===== src/rtl/alu_arb_pkg.sv =====
// alu_arb_pkg -- shared definitions for the two-requester ALU arbiter:
// FSM state encoding, MIPS funct code constants and the funct legality helper.
package alu_arb_pkg;

   typedef enum logic [1:0] {
      IDLE = 2'd0,
      EXEC = 2'd1,
      RESP = 2'd2
   } state_t;

   localparam logic [5:0] FUNCT_ADD  = 6'h20;
   localparam logic [5:0] FUNCT_SUB  = 6'h22;
   localparam logic [5:0] FUNCT_AND  = 6'h24;
   localparam logic [5:0] FUNCT_OR   = 6'h25;
   localparam logic [5:0] FUNCT_XOR  = 6'h26;
   localparam logic [5:0] FUNCT_NOR  = 6'h27;
   localparam logic [5:0] FUNCT_SLT  = 6'h2A;
   localparam logic [5:0] FUNCT_NOOP = 6'h2C;

   // True for the funct codes the shared ALU implements.
   function automatic logic funct_is_valid(input logic [5:0] f);
      case (f)
         FUNCT_ADD, FUNCT_SUB, FUNCT_AND, FUNCT_OR,
         FUNCT_XOR, FUNCT_NOR, FUNCT_SLT, FUNCT_NOOP: funct_is_valid = 1'b1;
         default:                                     funct_is_valid = 1'b0;
      endcase
   endfunction

endpackage


===== src/rtl/alu_arbiter_if.sv =====
// alu_arbiter_if -- bundles the two request channels, the shared-ALU port and
// the response channel. The slave modport is the arbiter's view; master is
// the surrounding system (requesters, ALU and response consumer).
interface alu_arbiter_if #(
   parameter int DATA_W = 32
);

   logic              req0_valid;
   logic              req0_ready;
   logic [DATA_W-1:0] req0_a;
   logic [DATA_W-1:0] req0_b;
   logic [5:0]        req0_funct;
   logic              req0_cin;

   logic              req1_valid;
   logic              req1_ready;
   logic [DATA_W-1:0] req1_a;
   logic [DATA_W-1:0] req1_b;
   logic [5:0]        req1_funct;
   logic              req1_cin;

   logic [DATA_W-1:0] alu_a;
   logic [DATA_W-1:0] alu_b;
   logic [5:0]        alu_funct;
   logic              alu_cin;
   logic [DATA_W-1:0] alu_res;
   logic              alu_zero;
   logic              alu_ovf;
   logic              alu_cout;

   logic              rsp_valid;
   logic              rsp_ready;
   logic              rsp_id;
   logic [DATA_W-1:0] rsp_res;
   logic              rsp_zero;
   logic              rsp_ovf;
   logic              rsp_cout;
   logic              rsp_err;

   modport slave (
      input  req0_valid, req0_a, req0_b, req0_funct, req0_cin,
      output req0_ready,
      input  req1_valid, req1_a, req1_b, req1_funct, req1_cin,
      output req1_ready,
      output alu_a, alu_b, alu_funct, alu_cin,
      input  alu_res, alu_zero, alu_ovf, alu_cout,
      output rsp_valid, rsp_id, rsp_res, rsp_zero, rsp_ovf, rsp_cout, rsp_err,
      input  rsp_ready
   );

   modport master (
      output req0_valid, req0_a, req0_b, req0_funct, req0_cin,
      input  req0_ready,
      output req1_valid, req1_a, req1_b, req1_funct, req1_cin,
      input  req1_ready,
      input  alu_a, alu_b, alu_funct, alu_cin,
      output alu_res, alu_zero, alu_ovf, alu_cout,
      input  rsp_valid, rsp_id, rsp_res, rsp_zero, rsp_ovf, rsp_cout, rsp_err,
      output rsp_ready
   );

endinterface


===== src/rtl/alu_arbiter_rr_arb2.sv =====
// rr_arb2 -- two-way round-robin grant. last_grant=1 means requester 1 won
// the previous arbitration, so requester 0 is preferred on a tie.
module rr_arb2 (
   input  logic       valid0,
   input  logic       valid1,
   input  logic       last_grant,
   output logic [1:0] grant
);

   // One-hot grant: a lone requester always wins, a tie goes to the one not served last.
   always_comb begin
      grant    = 2'b00;
      grant[0] = valid0 & (~valid1 | last_grant);
      grant[1] = valid1 & (~valid0 | ~last_grant);
   end

endmodule


===== src/rtl/alu_arbiter.sv =====
// alu_arbiter -- shares one external ALU between two requesters.
// Each operation walks IDLE -> EXEC -> RESP: operands are captured on accept,
// presented to the ALU for one cycle, and the result is held until the
// response handshake completes.
// Optional feature: define ALU_ARB_FUNCT_CHECK_EN to reject unknown funct
// codes (they bypass the ALU and answer with rsp_err=1).
module alu_arbiter
   import alu_arb_pkg::*;
#(
   parameter int DATA_W = 32
) (
   input  logic          clk,
   input  logic          reset,
   alu_arbiter_if.slave  bus
);

   state_t            state;
   logic              last_grant;
   logic [1:0]        grant;
   logic              take;
   logic              accept;
   logic              sel;
   logic [DATA_W-1:0] sel_a;
   logic [DATA_W-1:0] sel_b;
   logic [5:0]        sel_funct;
   logic              sel_cin;

   logic [DATA_W-1:0] alu_a_p0;
   logic [DATA_W-1:0] alu_b_p0;
   logic [5:0]        alu_funct_p0;
   logic              alu_cin_p0;
   logic              id_p0;
   logic              noop_p0;
   logic              bypass_p0;

   logic              vld_p1;
   logic              rsp_id_p1;
   logic [DATA_W-1:0] rsp_res_p1;
   logic              rsp_zero_p1;
   logic              rsp_ovf_p1;
   logic              rsp_cout_p1;

`ifdef ALU_ARB_FUNCT_CHECK_EN
   logic              err_p0;
   logic              rsp_err_p1;
   assign bypass_p0   = noop_p0 | err_p0;
   assign bus.rsp_err = rsp_err_p1;
`else
   assign bypass_p0   = noop_p0;
   assign bus.rsp_err = 1'b0;
`endif

   // An unresolved ALU bit (X or Z) is never passed on; it reads as 0.
   function automatic logic [DATA_W-1:0] clean_word(input logic [DATA_W-1:0] v);
      for (int i = 0; i < DATA_W; i++) begin
         clean_word[i] = (v[i] === 1'b1);
      end
   endfunction

   function automatic logic clean_bit(input logic v);
      clean_bit = (v === 1'b1);
   endfunction

   rr_arb2 u_rr_arb2 (
      .valid0     (bus.req0_valid),
      .valid1     (bus.req1_valid),
      .last_grant (last_grant),
      .grant      (grant)
   );

   // Ready is offered only in IDLE, outside reset, to the single granted requester.
   always_comb begin
      take           = (state == IDLE) && !reset;
      bus.req0_ready = take & grant[0];
      bus.req1_ready = take & grant[1];
      accept         = bus.req0_ready | bus.req1_ready;
      sel            = grant[1];
      sel_a          = sel ? bus.req1_a     : bus.req0_a;
      sel_b          = sel ? bus.req1_b     : bus.req0_b;
      sel_funct      = sel ? bus.req1_funct : bus.req0_funct;
      sel_cin        = sel ? bus.req1_cin   : bus.req0_cin;
   end

   assign bus.alu_a     = alu_a_p0;
   assign bus.alu_b     = alu_b_p0;
   assign bus.alu_funct = alu_funct_p0;
   assign bus.alu_cin   = alu_cin_p0;

   assign bus.rsp_valid = vld_p1;
   assign bus.rsp_id    = rsp_id_p1;
   assign bus.rsp_res   = rsp_res_p1;
   assign bus.rsp_zero  = rsp_zero_p1;
   assign bus.rsp_ovf   = rsp_ovf_p1;
   assign bus.rsp_cout  = rsp_cout_p1;

   // Operation FSM with registered ALU drive and response outputs.
   always_ff @(posedge clk) begin
      if (reset) begin
         state        <= IDLE;
         last_grant   <= 1'b1;
         alu_a_p0     <= '0;
         alu_b_p0     <= '0;
         alu_funct_p0 <= FUNCT_NOOP;
         alu_cin_p0   <= 1'b0;
         vld_p1       <= 1'b0;
         rsp_id_p1    <= 1'b0;
         rsp_res_p1   <= '0;
         rsp_zero_p1  <= 1'b0;
         rsp_ovf_p1   <= 1'b0;
         rsp_cout_p1  <= 1'b0;
`ifdef ALU_ARB_FUNCT_CHECK_EN
         rsp_err_p1   <= 1'b0;
`endif
      end else begin
         case (state)
            // p0: capture the granted request; the requester is free afterwards.
            IDLE: begin
               if (accept) begin
                  state      <= EXEC;
                  last_grant <= sel;
                  id_p0      <= sel;
                  noop_p0    <= (sel_funct == FUNCT_NOOP);
`ifdef ALU_ARB_FUNCT_CHECK_EN
                  err_p0     <= !funct_is_valid(sel_funct);
                  if (funct_is_valid(sel_funct)) begin
                     alu_a_p0     <= sel_a;
                     alu_b_p0     <= sel_b;
                     alu_funct_p0 <= sel_funct;
                     alu_cin_p0   <= sel_cin;
                  end
`else
                  alu_a_p0     <= sel_a;
                  alu_b_p0     <= sel_b;
                  alu_funct_p0 <= sel_funct;
                  alu_cin_p0   <= sel_cin;
`endif
               end
            end
            // p1: sample the ALU at the end of EXEC and return it to idle values.
            EXEC: begin
               state        <= RESP;
               vld_p1       <= 1'b1;
               rsp_id_p1    <= id_p0;
               alu_a_p0     <= '0;
               alu_b_p0     <= '0;
               alu_funct_p0 <= FUNCT_NOOP;
               alu_cin_p0   <= 1'b0;
               if (bypass_p0) begin
                  rsp_res_p1  <= '0;
                  rsp_zero_p1 <= 1'b0;
                  rsp_ovf_p1  <= 1'b0;
                  rsp_cout_p1 <= 1'b0;
               end else begin
                  rsp_res_p1  <= clean_word(bus.alu_res);
                  rsp_zero_p1 <= clean_bit(bus.alu_zero);
                  rsp_ovf_p1  <= clean_bit(bus.alu_ovf);
                  rsp_cout_p1 <= clean_bit(bus.alu_cout);
               end
`ifdef ALU_ARB_FUNCT_CHECK_EN
               rsp_err_p1   <= err_p0;
`endif
            end
            // Hold the response until the consumer takes it.
            RESP: begin
               if (bus.rsp_ready) begin
                  vld_p1 <= 1'b0;
                  state  <= IDLE;
               end
            end
            default: state <= IDLE;
         endcase
      end
   end

endmodule


===== src/flat_wrapper.sv =====
// flat-port wrapper written by rule: the top's interface ports become plain ports
module alu_arbiter_flat import alu_arb_pkg::*;
#(
   parameter int DATA_W = 32
)
  (clk, reset, bus_req0_valid, bus_req0_a, bus_req0_b, bus_req0_funct, bus_req0_cin, bus_req0_ready, bus_req1_valid, bus_req1_a, bus_req1_b, bus_req1_funct, bus_req1_cin, bus_req1_ready, bus_alu_a, bus_alu_b, bus_alu_funct, bus_alu_cin, bus_alu_res, bus_alu_zero, bus_alu_ovf, bus_alu_cout, bus_rsp_valid, bus_rsp_id, bus_rsp_res, bus_rsp_zero, bus_rsp_ovf, bus_rsp_cout, bus_rsp_err, bus_rsp_ready);
  alu_arbiter_if #(.DATA_W(DATA_W)) bus_i ();
  input  logic clk;
  input  logic reset;
  input wire logic [$bits(bus_i.req0_valid)-1:0] bus_req0_valid;
  input wire logic [$bits(bus_i.req0_a)-1:0] bus_req0_a;
  input wire logic [$bits(bus_i.req0_b)-1:0] bus_req0_b;
  input wire logic [$bits(bus_i.req0_funct)-1:0] bus_req0_funct;
  input wire logic [$bits(bus_i.req0_cin)-1:0] bus_req0_cin;
  output wire logic [$bits(bus_i.req0_ready)-1:0] bus_req0_ready;
  input wire logic [$bits(bus_i.req1_valid)-1:0] bus_req1_valid;
  input wire logic [$bits(bus_i.req1_a)-1:0] bus_req1_a;
  input wire logic [$bits(bus_i.req1_b)-1:0] bus_req1_b;
  input wire logic [$bits(bus_i.req1_funct)-1:0] bus_req1_funct;
  input wire logic [$bits(bus_i.req1_cin)-1:0] bus_req1_cin;
  output wire logic [$bits(bus_i.req1_ready)-1:0] bus_req1_ready;
  output wire logic [$bits(bus_i.alu_a)-1:0] bus_alu_a;
  output wire logic [$bits(bus_i.alu_b)-1:0] bus_alu_b;
  output wire logic [$bits(bus_i.alu_funct)-1:0] bus_alu_funct;
  output wire logic [$bits(bus_i.alu_cin)-1:0] bus_alu_cin;
  input wire logic [$bits(bus_i.alu_res)-1:0] bus_alu_res;
  input wire logic [$bits(bus_i.alu_zero)-1:0] bus_alu_zero;
  input wire logic [$bits(bus_i.alu_ovf)-1:0] bus_alu_ovf;
  input wire logic [$bits(bus_i.alu_cout)-1:0] bus_alu_cout;
  output wire logic [$bits(bus_i.rsp_valid)-1:0] bus_rsp_valid;
  output wire logic [$bits(bus_i.rsp_id)-1:0] bus_rsp_id;
  output wire logic [$bits(bus_i.rsp_res)-1:0] bus_rsp_res;
  output wire logic [$bits(bus_i.rsp_zero)-1:0] bus_rsp_zero;
  output wire logic [$bits(bus_i.rsp_ovf)-1:0] bus_rsp_ovf;
  output wire logic [$bits(bus_i.rsp_cout)-1:0] bus_rsp_cout;
  output wire logic [$bits(bus_i.rsp_err)-1:0] bus_rsp_err;
  input wire logic [$bits(bus_i.rsp_ready)-1:0] bus_rsp_ready;
  assign bus_i.req0_valid = bus_req0_valid;
  assign bus_i.req0_a = bus_req0_a;
  assign bus_i.req0_b = bus_req0_b;
  assign bus_i.req0_funct = bus_req0_funct;
  assign bus_i.req0_cin = bus_req0_cin;
  assign bus_req0_ready = bus_i.req0_ready;
  assign bus_i.req1_valid = bus_req1_valid;
  assign bus_i.req1_a = bus_req1_a;
  assign bus_i.req1_b = bus_req1_b;
  assign bus_i.req1_funct = bus_req1_funct;
  assign bus_i.req1_cin = bus_req1_cin;
  assign bus_req1_ready = bus_i.req1_ready;
  assign bus_alu_a = bus_i.alu_a;
  assign bus_alu_b = bus_i.alu_b;
  assign bus_alu_funct = bus_i.alu_funct;
  assign bus_alu_cin = bus_i.alu_cin;
  assign bus_i.alu_res = bus_alu_res;
  assign bus_i.alu_zero = bus_alu_zero;
  assign bus_i.alu_ovf = bus_alu_ovf;
  assign bus_i.alu_cout = bus_alu_cout;
  assign bus_rsp_valid = bus_i.rsp_valid;
  assign bus_rsp_id = bus_i.rsp_id;
  assign bus_rsp_res = bus_i.rsp_res;
  assign bus_rsp_zero = bus_i.rsp_zero;
  assign bus_rsp_ovf = bus_i.rsp_ovf;
  assign bus_rsp_cout = bus_i.rsp_cout;
  assign bus_rsp_err = bus_i.rsp_err;
  assign bus_i.rsp_ready = bus_rsp_ready;
  alu_arbiter #(.DATA_W(DATA_W)) u_core (.clk(clk), .reset(reset), .bus(bus_i));
endmodule

===== config.mk =====
export PLATFORM = sky130hd
export DESIGN_NAME = alu_arbiter_flat
export DESIGN_NICKNAME = d
export VERILOG_FILES = /design/src/rtl/alu_arb_pkg.sv /design/src/rtl/alu_arbiter_if.sv /design/src/rtl/alu_arbiter_rr_arb2.sv /design/src/rtl/alu_arbiter.sv /design/src/flat_wrapper.sv
export SDC_FILE = /design/constraint.sdc
export NUM_CORES = 1
export LEC_CHECK = 0
export CAP_MARGIN = 20
export CORE_MARGIN = 2
export CORE_UTILIZATION = 39
export CTS_BUF_LIST = sky130_fd_sc_hd__clkbuf_8
export CTS_CLUSTER_SIZE = 20
export DETAILED_ROUTE_END_ITERATION = 6
export PLACE_DENSITY = 0.92
export SLEW_MARGIN = 20
export SYNTH_ARGS = -nofsm -noshare
export SYNTH_HDL_FRONTEND = slang
export SYNTH_SLANG_ARGS = --single-unit

===== constraint.sdc =====
create_clock -name clk -period 1.6 [get_ports clk]
set_input_delay 0.16 -clock clk [delete_from_list [all_inputs] [get_ports clk]]
set_output_delay 0.16 -clock clk [all_outputs]
set_load 0.05 [all_outputs]

==> flow_summary.toml <==
[status]
status = "finished with violations"
violations = "setup timing"

[clocking]
cts_tree = "done"
root_buffer = "clkbuf_8"
htree_levels = 4
cts_sinks = 113
clock_path_buffers = 2
path_clk_slew_ns = 0.08
cts_made_buffers = 17
worst_skew_pair.late_latency_ns = 0.43

[worst_setup_path]
crit_path_end_kind = "output pin"
r2r_cells = 7
crit_type = "flop to output pin"
required_ns = 1.44
cp-start-kind = "flop"
worstReg2RegStart = "u_core.state[1]$_SDFFE_PP0P_"
worst-path-max-fanout = 3
worst-r2r-setup-slack_ns = 0.07
arrival_ns = 1.44
r2r_end = "u_core.bus.alu_a[3]$_SDFFE_PP0P_"

[synth]
synthCells = 496
synthAdderAreaFrac_pct = 0
ys_seq_elements = 113
synthesis.area_um2 = 4930
synth_warnings = 0
synth_seq_area_share_pct = 46.3
synth_top_family_by_area = "compound AO/OA/AOI/OAI gates"
avgSynthCellArea_um2 = 9.94
synthesis.nets = 678
synth-compound-area-share_pct = 27.5
ys_types = 38
yosys.area_share.simple_pct = 17.2
muxShareOfSynthArea_pct = 1.90
synthXorXnorAreaFrac_pct = 0

[drt]
first_pass_iters = 5
routed_wl_mm = 15.8
wire_per_inst_um = 16.1
vias_per_cell = 4.99
route.detailed.drc = 0
postRouteAntennaNets = 0
drt_iter0_markers = 262
num_vias = 4889

[place]
gp_congestion = 0.768
dpl.hpwl_mm = 11.7
io_buffers = 291
placement.cell_area_um2 = 7770

[finish]
design_area_um2 = 8280
nNetsFinal = 977
drive_above_1_share_pct = 30.8
fin_util_pct = 66.4
antenna_cells = 0
areaGrowthSynthToFinish_pct = 67.8

[global_route]
antenna_found_initial = 0
grtUsageTotal_pct = 22.7
grt_pass1_wl_mm = 23.6
grt-ovfl-total = 0
grt_start_max_net_pins = 51
grt_pass1_vias = 4802

[flow_run]
maxCapViolCount = 0

[sta]
fmax_mhz = 624
fin_ws_ns = -0.00251
post-route-period-util_pct = 100
drv_slew = 0
hold_slack_ns = 0.310
setup_viol = 1
final.setup.tns_ns = -0.00251
hold_violations = 0
min_period_ns = 1.60
rsz0062_at_grt = "yes"
fin_skew_ns = 0.0115

[floorplan]
rows = 41
ios = 293
dieWidth_um = 116
initial_utilization_pct = 39.6
chipHeight_um = 116
core_um2 = 12500
dieArea_um2 = 13600

[pwr]
p_leak_nw = 3.46
power_mw = 8.75
peakVddDrop_mv = 0.559
p_per_area_nw_per_um2 = 1060

[hold_path]
hold_path_depth = 3
hold_class = "primary input to flop"
hp-start = "bus_req1_a[19]"
hold_end = "u_core.bus.alu_a[19]$_SDFFE_PP0P_"
cell usage in the layout (no fill, tap or decap), types with 2 or more instances in the layout:
master | Yosys | layout
clkdlybuf4s50_1 | 0 | 181
buf_4 | 7 | 130
nand2_1 | 128 | 128
dfxtp_1 | 111 | 108
nor2_1 | 59 | 58
a311oi_2 | 55 | 56
a22o_1 | 35 | 35
clkbuf_8 | 0 | 17
a21oi_1 | 10 | 10
buf_12 | 0 | 9
mux2i_1 | 6 | 6
o2bb2ai_1 | 6 | 6
a311oi_1 | 7 | 6
clkinvlp_4 | 0 | 6
buf_6 | 14 | 4
clkinv_2 | 0 | 3
mux2_2 | 3 | 3
a221o_1 | 3 | 3
clkinv_4 | 0 | 3
nor3_4 | 1 | 2
nor4bb_1 | 2 | 2
nand4b_1 | 2 | 2
inv_1 | 2 | 2
or3_1 | 2 | 2
bufinv_16 | 0 | 2
edfxtp_1 | 2 | 2
dfxtp_4 | 0 | 2
synthesized netlist by cell type:
cell | n | area (um2)
nand2_1 | 128 | 480
dfxtp_1 | 111 | 2220
nor2_1 | 59 | 221
a311oi_2 | 55 | 826
a22o_1 | 35 | 307
buf_2 | 15 | 75.1
buf_6 | 14 | 158
a21oi_1 | 10 | 50.1
a311oi_1 | 7 | 61.3
buf_4 | 7 | 52.6
clkbuf_1 | 7 | 26.3
mux2i_1 | 6 | 60.1
o2bb2ai_1 | 6 | 52.6
a221o_1 | 3 | 30.0
mux2_2 | 3 | 33.8
and3_1 | 2 | 12.5
edfxtp_1 | 2 | 60.1
inv_1 | 2 | 7.51
nand2b_1 | 2 | 12.5
nand4b_1 | 2 | 17.5
nor4bb_1 | 2 | 20.0
or3_1 | 2 | 12.5
a21bo_1 | 1 | 10.0
and2_1 | 1 | 6.26
buf_8 | 1 | 15.0
conb_1 | 1 | 3.75
inv_2 | 1 | 3.75
inv_4 | 1 | 6.26
nand2_4 | 1 | 11.3
nand2b_2 | 1 | 8.76
nand3b_1 | 1 | 7.51
nor2b_1 | 1 | 6.26
nor3_2 | 1 | 10.0
nor3_4 | 1 | 16.3
o21ai_0 | 1 | 5.00
o21ba_2 | 1 | 10.0
o21bai_1 | 1 | 7.51
or2_0 | 1 | 6.26
worst max-delay path by stage:
| stage | slack (ns) | to | from |
|---|---|---|---|
| floorplan | 0.21 | u_core.bus.alu_a[0]$_SDFFE_PP0P_ | u_core.state[1]$_SDFFE_PP0P_ |
| global placement | -0.15 | u_core.bus.alu_a[16]$_SDFFE_PP0P_ | bus_req0_valid |
| detailed placement | -0.23 | u_core.bus.alu_b[4]$_SDFFE_PP0P_ | bus_req0_valid |
| CTS | -0.008 | bus_req0_ready | u_core.state[0]$_SDFFE_PP0P_ |
| global route | -0.07 | bus_req0_ready | u_core.state[1]$_SDFFE_PP0P_ |
| finish | -0.003 | bus_req0_ready | u_core.state[1]$_SDFFE_PP0P_ |
stage by stage:
step           instances  worst slack (ns)
2_1_floorplan        496             0.212
3_3_place_gp         939            -0.151
3_5_place_dp         939            -0.234
4_1_cts              976          -0.00785
5_1_grt              980           -0.0672
6_report             980          -0.00251
worst max-delay path: stages (launching register included):
cell and delay [ns]:
dfxtp_4 0.36, nor3_4 0.19, buf_6 0.13, and3_4 0.19, buf_12 0.13
registers in the layout (all words and copies together) (netlist names):
signal and count:
u_core.bus.rsp_zero 1, u_core.bus.alu_cin 1, u_core.state 2, u_core.last_grant 1
u_core.bus.rsp_cout 1, u_core.bypass_p0 1, u_core.bus.alu_funct 6, u_core.bus.alu_a 32
u_core.bus.rsp_res 32, u_core.bus.rsp_valid 1, u_core.id_p0 1, u_core.bus.alu_b 32
u_core.bus.rsp_id 1, u_core.bus.rsp_ovf 1
what timing repair did:
item	in CTS	in global routing
endpoints found under the setup margin	2	7
setup buffers	5	4
pin swaps	2	1
hold buffers	0	0
gates cloned	0	0
resized for setup	8	5
routing by layer:
metal  up-vias  share of wire [%]  routed length [um]  global-route usage, %
li1       2379                  -                   -                      -
met5         -                  0                   0                      0
met1      2291                 37                5820                   23.8
met3        10                 10                1630                   9.65
met2       209                 52                8240                   41.1
met4         0               0.75                 119                   6.75
kinds of logic after synthesis:
group	after synthesis
multiplexers	9
AO/OA/AOI/OAI	120
buffers and inverters	48
flip-flops	113
AND/OR/NAND/NOR	205
other	1
power breakdown:
group | switching [mW] | leakage [nW] | internal [mW]
clock network | 1.26 | 0.182 | 1.39
registers | 0.151 | 0.936 | 3.09
logic | 1.70 | 2.35 | 1.15
layout make-up:
cell class	instances	area (um2)
well taps	172	215
clock inverters	15	161
repair buffers	324	3010
inverters	4	18.8
clock buffers	17	234
flip-flops and latches	113	2290
fillers	985	4190
multi-input cells	335	2340
Note: power is estimated with default switching activity, not from simulation.
